===== src/rtl/alu_result_sched.sv =====
// alu_result_sched: round-robin scheduler that shares one 8:1 ALU result
// selector among NREQ requesters. An accepted op drives the selector ctl,
// waits out the lane's settle latency, captures the result and returns it
// tagged with the owner's id. One operation in flight at a time.
//
// Handshakes (both ports): a transfer happens on a rising clk edge where
// valid and ready are both high. req_ready is a one-hot grant offered only
// in IDLE; rsp_valid/rsp_id/rsp_data stay stable until rsp_ready is seen.
module alu_result_sched #(
  parameter int          NREQ        = 4,
  parameter logic [7:0]  SLOW_MASK   = 8'h00,
  parameter int          SLOW_CYCLES = 4
) (
  input  logic                      clk,
  input  logic                      rst_n,
  input  logic [NREQ-1:0]           req_valid,
  input  logic [3*NREQ-1:0]         req_op,
  output logic [NREQ-1:0]           req_ready,
  output logic [2:0]                res_ctl,
  input  logic [31:0]               res_data,
  output logic                      rsp_valid,
  input  logic                      rsp_ready,
  output logic [$clog2(NREQ)-1:0]   rsp_id,
  output logic [31:0]               rsp_data,
  output logic                      busy
);

  localparam int ID_W  = $clog2(NREQ);
  // counter holds lat-1, so it only needs to reach SLOW_CYCLES-1
  localparam int CNT_W = (SLOW_CYCLES > 1) ? $clog2(SLOW_CYCLES) : 1;

  typedef enum logic [1:0] {
    IDLE = 2'd0,
    WAIT = 2'd1,
    RESP = 2'd2
  } state_t;

  state_t            state, state_nxt;
  logic [ID_W-1:0]   rr_ptr;
  logic [CNT_W-1:0]  cnt;

  logic              grant_found;
  logic [ID_W-1:0]   grant_id;
  logic [2:0]        grant_op;
  logic [CNT_W-1:0]  grant_cnt;
  logic [ID_W-1:0]   rr_next;
  logic [ID_W:0]     scan_sum;
  logic [ID_W-1:0]   scan_idx;

  // round-robin search starting at rr_ptr, wrapping modulo NREQ
  always_comb begin
    grant_found = 1'b0;
    grant_id    = '0;
    scan_sum    = '0;
    scan_idx    = '0;
    for (int k = 0; k < NREQ; k++) begin
      scan_sum = {1'b0, rr_ptr} + (ID_W+1)'(k);
      scan_idx = (scan_sum >= (ID_W+1)'(NREQ)) ? ID_W'(scan_sum - (ID_W+1)'(NREQ))
                                                : scan_sum[ID_W-1:0];
      if (!grant_found && req_valid[scan_idx]) begin
        grant_found = 1'b1;
        grant_id    = scan_idx;
      end
    end
  end

  // lane select, settle count and next pointer for the granted requester
  always_comb begin
    grant_op  = req_op[3*int'(grant_id) +: 3];
    grant_cnt = SLOW_MASK[grant_op] ? CNT_W'(SLOW_CYCLES - 1) : '0;
    rr_next   = (int'(grant_id) == NREQ - 1) ? '0 : grant_id + 1'b1;
  end

  // next-state logic and combinational outputs
  always_comb begin
    state_nxt = state;
    req_ready = '0;
    busy      = (state != IDLE);
    case (state)
      IDLE: begin
        if (grant_found) begin
          state_nxt = WAIT;
          // grant is withheld while reset is asserted
          if (rst_n) req_ready[grant_id] = 1'b1;
        end
      end
      WAIT: begin
        if (cnt == '0) state_nxt = RESP;
      end
      RESP: begin
        if (rsp_ready) state_nxt = IDLE;
      end
      default: state_nxt = IDLE;
    endcase
  end

  // state register
  always_ff @(posedge clk or negedge rst_n) begin
    if (!rst_n) state <= IDLE;
    else        state <= state_nxt;
  end

  // datapath: capture op on accept, count down settle, capture result
  always_ff @(posedge clk or negedge rst_n) begin
    if (!rst_n) begin
      res_ctl   <= '0;
      rsp_valid <= 1'b0;
      rsp_id    <= '0;
      rsp_data  <= '0;
      rr_ptr    <= '0;
      cnt       <= '0;
    end else begin
      case (state)
        IDLE: begin
          if (grant_found) begin
            res_ctl <= grant_op;
            rsp_id  <= grant_id;
            rr_ptr  <= rr_next;
            cnt     <= grant_cnt;
          end
        end
        WAIT: begin
          if (cnt == '0) begin
            rsp_data  <= res_data;
            rsp_valid <= 1'b1;
          end else begin
            cnt <= cnt - 1'b1;
          end
        end
        RESP: begin
          if (rsp_ready) rsp_valid <= 1'b0;
        end
        default: ;
      endcase
    end
  end

endmodule


===== config.mk =====
export PLATFORM = sky130hd
export DESIGN_NAME = alu_result_sched
export DESIGN_NICKNAME = d
export VERILOG_FILES = /design/src/rtl/alu_result_sched.sv
export SDC_FILE = /design/constraint.sdc
export NUM_CORES = 1
export LEC_CHECK = 0
export ABC_AREA = 1
export BUFFER_PORTS_ARGS = -buffer_cell sky130_fd_sc_hd__buf_2
export CELL_PAD_IN_SITES_DETAIL_PLACEMENT = 0
export CELL_PAD_IN_SITES_GLOBAL_PLACEMENT = 1
export CORE_ASPECT_RATIO = 1.1
export CORE_MARGIN = 10
export CORE_UTILIZATION = 34
export CTS_CLUSTER_DIAMETER = 100
export DETAILED_ROUTE_END_ITERATION = 10
export PLACE_DENSITY_LB_ADDON = 0.1
export RECOVER_POWER = 100
export SLEW_MARGIN = 15
export SYNTH_ARGS = -nofsm -noshare
export SYNTH_HDL_FRONTEND = slang
export SYNTH_SLANG_ARGS = --single-unit
export TNS_END_PERCENT = 5

===== constraint.sdc =====
create_clock -name clk -period 2.51 [get_ports clk]
set_clock_uncertainty 0.15 [all_clocks]
set_input_delay 0.251 -clock clk [delete_from_list [all_inputs] [get_ports clk]]
set_output_delay 0.251 -clock clk [all_outputs]
set_load 0.02 [all_outputs]

==> impl_results.html, run 1 <==
<table>
<tr><th>Metric</th><th>Value</th></tr>
<tr><th colspan="2">Timing</th></tr>
<tr><td>Tightest slew margin relative to the limit</td><td>29.63%</td></tr>
<tr><td>Ratio of final minimum period to clock period</td><td>97.11%</td></tr>
<tr><td>Setup violators final</td><td>0</td></tr>
<tr><td>Peak Freq</td><td>0.4103 GHz</td></tr>
<tr><td>Final period demand of the worst path</td><td>2437 ps</td></tr>
<tr><td>Actual transition at the worst max-transition pin</td><td>about 1100 ps</td></tr>
<tr><td>Slew Viols, Final</td><td>0</td></tr>
<tr><td>Fin worst setup slack</td><td>72.59 ps</td></tr>
<tr><td>Unrepaired setup endpoints after global routing</td><td>true</td></tr>
<tr><td>Count of final hold-check violations</td><td>0</td></tr>
<tr><th colspan="2">Yosys</th></tr>
<tr><td>Cell variety after synth</td><td>23</td></tr>
<tr><td>Post-synthesis sequential area ratio</td><td>52.32%</td></tr>
<tr><td>Asr flop ratio synth</td><td>100.0%</td></tr>
<tr><td>Avg Inst Size Synth</td><td>approximately 9.9 µm²</td></tr>
<tr><td>Synthesized flop and latch total</td><td>44</td></tr>
<tr><td>Mapped Nets</td><td>265</td></tr>
<tr><td>Post-synth EDFFs</td><td>0</td></tr>
<tr><td>Synthesized cell area</td><td>2105 µm²</td></tr>
<tr><td>Ys flop type</td><td>dfrtp_1</td></tr>
<tr><td>Warning count from the yosys run</td><td>0</td></tr>
<tr><td>Syn Inst Count</td><td>212</td></tr>
<tr><th colspan="2">Layout</th></tr>
<tr><td>Number of antenna cells inserted</td><td>0</td></tr>
<tr><td>Area taken by flip-flops and latches</td><td>1102 µm²</td></tr>
<tr><td>Proportion of layout cells with a drive suffix above 1</td><td>between 40% and 50%</td></tr>
<tr><td>Most frequent cells in the layout</td><td>buf_2 (51), nand2_1 (48), dfrtp_1 (43), clkbuf_1 (39), mux2_2 (32)</td></tr>
<tr><td>Total area of multi-input combinational cells</td><td>993.5 µm²</td></tr>
<tr><td>Core Util, Final</td><td>48.89%</td></tr>
<tr><td>Area growth from synthesis to layout</td><td>41.26%</td></tr>
<tr><td>Fill cell instance count of the final layout</td><td>641</td></tr>
<tr><td>Net count reported at finish</td><td>375</td></tr>
<tr><td>Most common cell after layout, fill and taps aside</td><td>buf_2</td></tr>
<tr><th colspan="2">Floorplan</th></tr>
<tr><td>Die X-Extent</td><td>about 95 µm</td></tr>
<tr><td>Die Y</td><td>just over 100 µm</td></tr>
<tr><td>Std-Cell Core Area</td><td>6081 µm²</td></tr>
<tr><td>Die Area</td><td>between 9000 and 10000 µm²</td></tr>
<tr><td>Cell row count</td><td>30</td></tr>
<tr><td>Effective utilization at floorplan</td><td>between 30% and 40%</td></tr>
<tr><td>IO Pins</td><td>94</td></tr>
<tr><th colspan="2">Critical path</th></tr>
<tr><td>Maximum net fanout on the critical path</td><td>6</td></tr>
<tr><td>Data arrival at the endpoint of the critical path</td><td>2040 ps</td></tr>
<tr><td>Required time at the worst-slack endpoint</td><td>between 2000 and 2500 ps</td></tr>
<tr><td>Worst Setup Path Type</td><td>reg -&gt; out</td></tr>
<tr><td>Endpoint type of the worst setup path</td><td>output port</td></tr>
<tr><td>Launching element type of the critical path</td><td>flip-flop</td></tr>
<tr><th colspan="2">Route</th></tr>
<tr><td>Remaining routing DRC violations</td><td>0</td></tr>
<tr><td>DR pass1 iterations</td><td>4</td></tr>
<tr><td>Via count</td><td>1846</td></tr>
<tr><td>Number of violations reported at the end of detailed-routing iteration 0</td><td>65</td></tr>
<tr><td>Wire length per cell</td><td>14.04 µm</td></tr>
<tr><td>Post-detailed-routing wire length</td><td>5657 µm</td></tr>
<tr><td>DRT antenna net count</td><td>0</td></tr>
<tr><td>Via density</td><td>4.581</td></tr>
<tr><th colspan="2">Clock tree</th></tr>
<tr><td>Clock tree from TritonCTS</td><td>built</td></tr>
<tr><td>Clock slew seen by the registers of the worst setup and hold paths</td><td>~90 ps</td></tr>
<tr><td>Latest clock arrival within the worst-skew pair</td><td>290 ps</td></tr>
<tr><td>Number of CTS-inserted buffers</td><td>5</td></tr>
<tr><td>Root buf cell</td><td>clkbuf_8</td></tr>
<tr><td>Total clock sinks</td><td>44</td></tr>
<tr><td>Max Root-Sink Buffers</td><td>2</td></tr>
<tr><td>Deepest level of the CTS H-tree</td><td>2</td></tr>
<tr><th colspan="2">Power and ir drop</th></tr>
<tr><td>Proportion of power drawn by flip-flops and latches</td><td>26.7%</td></tr>
<tr><td>Power per cell area</td><td>1600 nW/µm²</td></tr>
<tr><td>Worst supply voltage drop on vdd</td><td>about 0.57 mV</td></tr>
<tr><td>Net Sw Power</td><td>0.002175 W</td></tr>
<tr><td>Lkg Pwr</td><td>1.452 nW</td></tr>
<tr><td>Clock network fraction of design power</td><td>11.8%</td></tr>
<tr><td>Cell-internal power</td><td>0.002582 W</td></tr>
<tr><td>Logic pwr share</td><td>around three fifths</td></tr>
<tr><td>Switch share</td><td>45.72%</td></tr>
<tr><th colspan="2">Placement</th></tr>
<tr><td>Port buffer count</td><td>93</td></tr>
<tr><td>Post-placement setup slack</td><td>199.9 ps</td></tr>
<tr><td>Dpl hpwl</td><td>4380 µm</td></tr>
<tr><td>Routability congestion estimate from global placement</td><td>0.7619</td></tr>
<tr><th colspan="2">Hold path</th></tr>
<tr><td>Type of the tightest min-delay check</td><td>in -&gt; reg</td></tr>
<tr><th colspan="2">Global routing</th></tr>
<tr><td>Combined global-route utilization of all metal layers</td><td>11.44%</td></tr>
<tr><td>Via count of the first global-routing pass</td><td>1903</td></tr>
<tr><td>Total global routing overflow</td><td>0</td></tr>
<tr><td>Antenna violations before repair</td><td>0</td></tr>
<tr><td>Maximum number of pins on one net before global-route repair</td><td>45</td></tr>
<tr><td>Wire length of the first global-routing pass</td><td>slightly below 9000 µm</td></tr>
<tr><th colspan="2">Job</th></tr>
<tr><td>Maximum Capacitance Violations</td><td>0</td></tr>
<tr><th colspan="2">Status</th></tr>
<tr><td>Run status</td><td>completed</td></tr>
</table>
==> final timing paths <==
path                            depth (start not counted)       from  slack, ps      endpoint
worst max register to register                          5     cnt[0]        390  rsp_data[24]
worst min-delay path                                    2  rsp_ready         20      state[1]
worst min register to register                          2  rsp_valid        330     rsp_valid
min in group asynchronous                               3      rst_n        690  rsp_data[28]
max in group asynchronous                               3      rst_n        790     rr_ptr[0]
worst max-delay path                                   14  rr_ptr[0]         70  req_ready[3]
==> synthesized netlist by cell type (2+ instances only) <==
master / n / share of area, %
nand3_2: 2 / 0.95
buf_6: 2 / 1.1
o21ai_0: 6 / 1.4
dfrtp_1: 44 / 52
nor3_1: 2 / 0.48
inv_2: 2 / 0.36
nand2_2: 6 / 1.8
inv_1: 20 / 3.6
nand2_1: 59 / 11
o21ai_1: 2 / 0.48
nand4_1: 2 / 0.59
buf_2: 2 / 0.48
nand3_1: 14 / 3.3
nor2_1: 8 / 1.4
ha_1: 2 / 1.2
mux2_2: 32 / 17
==> sequential cells by signal, summed over array words and instances (netlist names) <==
name and cells:
rsp_data 32, res_ctl 3, cnt 2, rr_ptr 2, rsp_id 2, state 2, rsp_valid 1
==> metrics by stage <==
stage               instances  total power, W  TNS (ps)  cell area [µm²]  hold WS (ps)
finish                    403        0.004757         0             2973         21.62
global route              403        0.005190    -113.5             2973         17.50
CTS                       395        0.004481         0             2836         14.48
detailed placement        384        0.003849         0             2676         284.6
global placement          384        0.003833         0             2676         292.2
floorplan                 212        0.003100         0             2105        -194.6
==> power groups by stage <==
stage | registers [W] | logic (W) | clock network [W]
floorplan | 0.00165 | 0.00145 | 0
global placement | 0.00127 | 0.00257 | 0
detailed placement | 0.00128 | 0.00257 | 0
CTS | 0.00126 | 0.00264 | 0.000582
global route | 0.00133 | 0.00325 | 0.000615
finish | 0.00127 | 0.00293 | 0.000560
==> layout make-up <==
| cell class | count | area share [%] |
|---|---|---|
| Sequential cell | 44 | 37.08 |
| Timing Repair Buffer | 108 | 18.73 |
| Multi-Input combinational cell | 140 | 33.42 |
| Clock inverter | 2 | 1.305 |
| Tap cell | 80 | 3.367 |
| Clock buffer | 6 | 2.778 |
| Inverter | 23 | 3.325 |
==> logic make-up after synthesis <==
family / share of synthesized area, %
AO/OA/AOI/OAI: 2.497
adder cells (fa/ha/maj): 1.189
buffers and inverters: 6.064
multiplexers: 17.12
AND/OR/NAND/NOR: 20.81
flip-flops: 52.32
==> repair_timing <==
action                                  CTS  global route
buffers inserted                          2             8
endpoints found under the setup margin    3             4
hold endpoints to repair                 44             0
pin swaps                                 0            14
resized for setup                         7            39
hold buffers                              1             0
==> critical path: stages (launching register included) <==
cell     delay [ps]
dfrtp_2         470
buf_6           160
nand2_2          80
nand2_4          70
nand2_1          80
nand2_1          60
nand2_2          70
nand2_1          60
nand2_2         120
nand3_4         110
inv_4            80
ha_4            110
inv_1            50
nor2_2          110
buf_6           130
==> layer usage <==
| layer | GRT usage, % | vias up | routed length, µm |
|---|---|---|---|
| met5 | 0 | - | 0 |
| met4 | 2.304 | 0 | 65 |
| li1 | - | 907 | - |
| met2 | 19.87 | 56 | 2956 |
| met1 | 12.69 | 877 | 2148 |
| met3 | 5.025 | 6 | 486 |
(Power assumes the default switching activity.)
==> run 2, diff against run 1 <==
- CORE_UTILIZATION: 34 -> 35
- CTS_BUF_LIST: default -> sky130_fd_sc_hd__clkbuf_2
==> impl_results.html, run 2 (synthesized netlist as in run 1, its figures left out) <==
<table>
<tr><th>Metric</th><th>Value</th></tr>
<tr><th colspan="2">Route</th></tr>
<tr><td>Via density</td><td>around 4.4</td></tr>
<tr><td>Wire length per cell</td><td>between 10 and 15 µm</td></tr>
<tr><td>Via count</td><td>approximately 2000</td></tr>
<tr><td>DR pass1 iterations</td><td>4</td></tr>
<tr><td>Post-detailed-routing wire length</td><td>6074 µm</td></tr>
<tr><td>Highest metal used</td><td>met4</td></tr>
<tr><td>Number of violations reported at the end of detailed-routing iteration 0</td><td>27</td></tr>
<tr><td>Met2 routed wirelength</td><td>around 3000 µm</td></tr>
<tr><td>Remaining routing DRC violations</td><td>0</td></tr>
<tr><td>DRT antenna net count</td><td>0</td></tr>
<tr><td>Met1 wire length</td><td>2473 µm</td></tr>
<tr><td>Routed wl met3</td><td>572 µm</td></tr>
<tr><th colspan="2">Layout</th></tr>
<tr><td>Area taken by flip-flops and latches</td><td>1104 µm²</td></tr>
<tr><td>Net count reported at finish</td><td>roughly 420</td></tr>
<tr><td>Number of flip-flops in the largest register</td><td>32</td></tr>
<tr><td>Most frequent cells in the layout</td><td>buf_2 (90), nand2_1 (42), dfrtp_1 (42), dlygate4sd3_1 (35), mux2_2 (32)</td></tr>
<tr><td>Number of antenna cells inserted</td><td>0</td></tr>
<tr><td>Area growth from synthesis to layout</td><td>62.54%</td></tr>
<tr><td>Total area of multi-input combinational cells</td><td>1064 µm²</td></tr>
<tr><td>Most common cell after layout, fill and taps aside</td><td>buf_2</td></tr>
<tr><td>Fill cell instance count of the final layout</td><td>roughly 520</td></tr>
<tr><td>Proportion of layout cells with a drive suffix above 1</td><td>55.62%</td></tr>
<tr><td>Core Util, Final</td><td>58.92%</td></tr>
<tr><td>Register ranked first by flip-flop count</td><td>rsp_data</td></tr>
<tr><td>Largest registers</td><td>rsp_data: 32 flops, res_ctl: 3 flops</td></tr>
<tr><th colspan="2">Timing</th></tr>
<tr><td>Final period demand of the worst path</td><td>between 2000 and 3000 ps</td></tr>
<tr><td>Setup violators final</td><td>4</td></tr>
<tr><td>Ratio of final minimum period to clock period</td><td>101.0%</td></tr>
<tr><td>Unrepaired setup endpoints after global routing</td><td>true</td></tr>
<tr><td>Setup Total Neg Slack</td><td>-70.44 ps</td></tr>
<tr><td>Tightest slew margin relative to the limit</td><td>29.30%</td></tr>
<tr><td>Actual transition at the worst max-transition pin</td><td>1060 ps</td></tr>
<tr><td>Fin worst setup slack</td><td>-24.89 ps</td></tr>
<tr><td>Peak Freq</td><td>0.3945 GHz</td></tr>
<tr><td>Slew Viols, Final</td><td>0</td></tr>
<tr><td>Count of final hold-check violations</td><td>0</td></tr>
<tr><th colspan="2">Clock tree</th></tr>
<tr><td>Root buf cell</td><td>clkbuf_2</td></tr>
<tr><td>Clock tree from TritonCTS</td><td>built</td></tr>
<tr><td>Number of CTS-inserted buffers</td><td>5</td></tr>
<tr><td>Deepest level of the CTS H-tree</td><td>2</td></tr>
<tr><td>Latest clock arrival within the worst-skew pair</td><td>360 ps</td></tr>
<tr><td>Total clock sinks</td><td>44</td></tr>
<tr><td>Max Root-Sink Buffers</td><td>2</td></tr>
<tr><td>Clock slew seen by the registers of the worst setup and hold paths</td><td>about 220 ps</td></tr>
<tr><th colspan="2">Power and ir drop</th></tr>
<tr><td>Lkg Pwr</td><td>1.731 nW</td></tr>
<tr><td>Worst supply voltage drop on vdd</td><td>0.7522 mV</td></tr>
<tr><td>Power per cell area</td><td>1422 nW/µm²</td></tr>
<tr><th colspan="2">Critical path</th></tr>
<tr><td>Stage delay of the slowest cell on the critical path</td><td>approximately 510 ps</td></tr>
<tr><td>Buffers plus inverters on the worst setup path</td><td>5</td></tr>
<tr><td>Slowest-stage cell, CP</td><td>dfrtp_2</td></tr>
<tr><td>R2R setup slack</td><td>460 ps</td></tr>
<tr><td>Startpoint of the lowest-slack register-to-register path</td><td>rr_ptr[0]</td></tr>
<tr><td>Family with the most delay on the worst path</td><td>simple AND/OR/NAND/NOR gates</td></tr>
<tr><td>Worst R2R Path Depth</td><td>16</td></tr>
<tr><td>Data arrival at the endpoint of the critical path</td><td>2130 ps</td></tr>
<tr><td>Required time at the worst-slack endpoint</td><td>around 2100 ps</td></tr>
<tr><td>Maximum net fanout on the critical path</td><td>6</td></tr>
<tr><td>Launching element type of the critical path</td><td>flip-flop</td></tr>
<tr><td>Endpoint type of the worst setup path</td><td>output port</td></tr>
<tr><td>Critical register-to-register path endpoint</td><td>res_ctl[1]</td></tr>
<tr><td>Cells along the critical path</td><td>clkinv_4 &gt; buf_6 &gt; nand2_4 &gt; nand3_4 &gt; nand2_4 &gt; nor2_4 &gt; nand3_4 &gt; nand3_4 &gt; inv_4 &gt; ha_4 &gt; inv_4 &gt; nor2_4 &gt; buf_6</td></tr>
<tr><td>Most common cell on crit path</td><td>nand3_4</td></tr>
<tr><td>Worst Setup Path Type</td><td>reg -&gt; out</td></tr>
<tr><th colspan="2">Global routing</th></tr>
<tr><td>Wire length of the first global-routing pass</td><td>9908 µm</td></tr>
<tr><td>Combined global-route utilization of all metal layers</td><td>between 10% and 20%</td></tr>
<tr><td>Maximum number of pins on one net before global-route repair</td><td>45</td></tr>
<tr><td>Antenna violations before repair</td><td>0</td></tr>
<tr><td>Via count of the first global-routing pass</td><td>2149</td></tr>
<tr><td>Total global routing overflow</td><td>0</td></tr>
<tr><th colspan="2">Floorplan</th></tr>
<tr><td>Die Area</td><td>9518 µm²</td></tr>
<tr><td>Die Y</td><td>101.3 µm</td></tr>
<tr><td>Cell row count</td><td>29</td></tr>
<tr><td>Std-Cell Core Area</td><td>5806 µm²</td></tr>
<tr><td>Die X-Extent</td><td>93.94 µm</td></tr>
<tr><td>IO Pins</td><td>94</td></tr>
<tr><td>Effective utilization at floorplan</td><td>36.25%</td></tr>
<tr><th colspan="2">Status</th></tr>
<tr><td>Run status</td><td>complete, but fails checks</td></tr>
<tr><td>Failing checks</td><td>setup timing</td></tr>
<tr><th colspan="2">Placement</th></tr>
<tr><td>Routability congestion estimate from global placement</td><td>0.8041</td></tr>
<tr><td>Port buffer count</td><td>93</td></tr>
<tr><td>Dpl hpwl</td><td>4215 µm</td></tr>
<tr><td>Post-placement setup slack</td><td>181.7 ps</td></tr>
<tr><th colspan="2">Job</th></tr>
<tr><td>Maximum Capacitance Violations</td><td>0</td></tr>
<tr><th colspan="2">Hold path</th></tr>
<tr><td>Type of the tightest min-delay check</td><td>in -&gt; reg</td></tr>
<tr><td>Sink of the worst hold path</td><td>res_ctl[2]</td></tr>
<tr><td>Start point of the worst hold path</td><td>req_op[8]</td></tr>
<tr><td>Hold Crit Depth</td><td>5</td></tr>
</table>
run 2: changes by cell type in the layout (fill, tap and decap cells not counted), moves of 4 or more:
| cell | before | now |
|---|---|---|
| buf_2 | 51 | 90 |
| nand2_1 | 48 | 42 |
| clkbuf_1 | 39 | 0 |
| buf_4 | 10 | 18 |
| clkbuf_8 | 6 | 0 |
| dlygate4sd3_1 | 1 | 35 |
| clkbuf_2 | 2 | 8 |
| nand2_4 | 2 | 6 |
run 2: what timing repair did:
item / in CTS / in global routing
endpoints found under the setup margin: 4 / 4
setup buffers: 9 / 10
gates resized for setup: 33 / 35
endpoints found under the hold margin: 79 / 0
hold buffers: 35 / 0
pin swaps: 17 / 17
run 2: report_power, final:
| group | internal [W] | switching (W) | total, W |
|---|---|---|---|
| sequential | 0.00108 | 0.000179 | 0.00126 |
| clock | 0.0000795 | 0.000224 | 0.000303 |
| combinational | 0.00145 | 0.00185 | 0.00330 |
| total | 0.00261 | 0.00225 | 0.00486 |
run 2: tightest hold or removal path, delay by kind of cell:
kind,cells,cell delay (ps)
AND/OR/NAND/NOR,3,170
buffers and inverters,1,80
AO/OA/AOI/OAI,1,60
run 2: worst max path at each step:
| stage | startpoint | end | slack (ps) | cells past startpoint |
|---|---|---|---|---|
| after floorplan | rr_ptr[0] | req_ready[2] | 330 | 12 |
| after global placement | rr_ptr[0] | req_ready[2] | 240 | 11 |
| after detailed placement | rr_ptr[0] | req_ready[2] | 180 | 11 |
| after CTS | rr_ptr[0] | req_ready[1] | -40 | 9 |
| after global routing | rr_ptr[0] | req_ready[3] | -170 | 15 |
| final | rr_ptr[0] | req_ready[3] | -20 | 13 |
run 2: metal layers:
metal,vias to the layer above,track usage [%]
li1,991,-
met1,900,13.79
met2,62,21.08
met3,2,6.509
met4,0,2.807
met5,-,0
run 2: area by class of cell:
cell class | instances | share of cell area [%]
clock inverters | 1 | 0.2560
multi-input cells | 140 | 31.09
flip-flops and latches | 44 | 32.26
well taps | 77 | 2.816
clock buffers | 7 | 1.024
inverters | 23 | 2.963
repair buffers | 150 | 29.59
run 2: metrics by stage:
step           hold slack [ps]  instance area [µm²]  total power, W  instances
3_3_place_gp             274.6                 2653        0.003782        380
5_1_grt                  14.39                 3421        0.005278        442
3_5_place_dp             253.9                 2653        0.003792        380
4_1_cts                  2.757                 3221        0.004516        432
2_1_floorplan           -194.6                 2105        0.003100        212
6_report                 32.65                 3421        0.004864        442
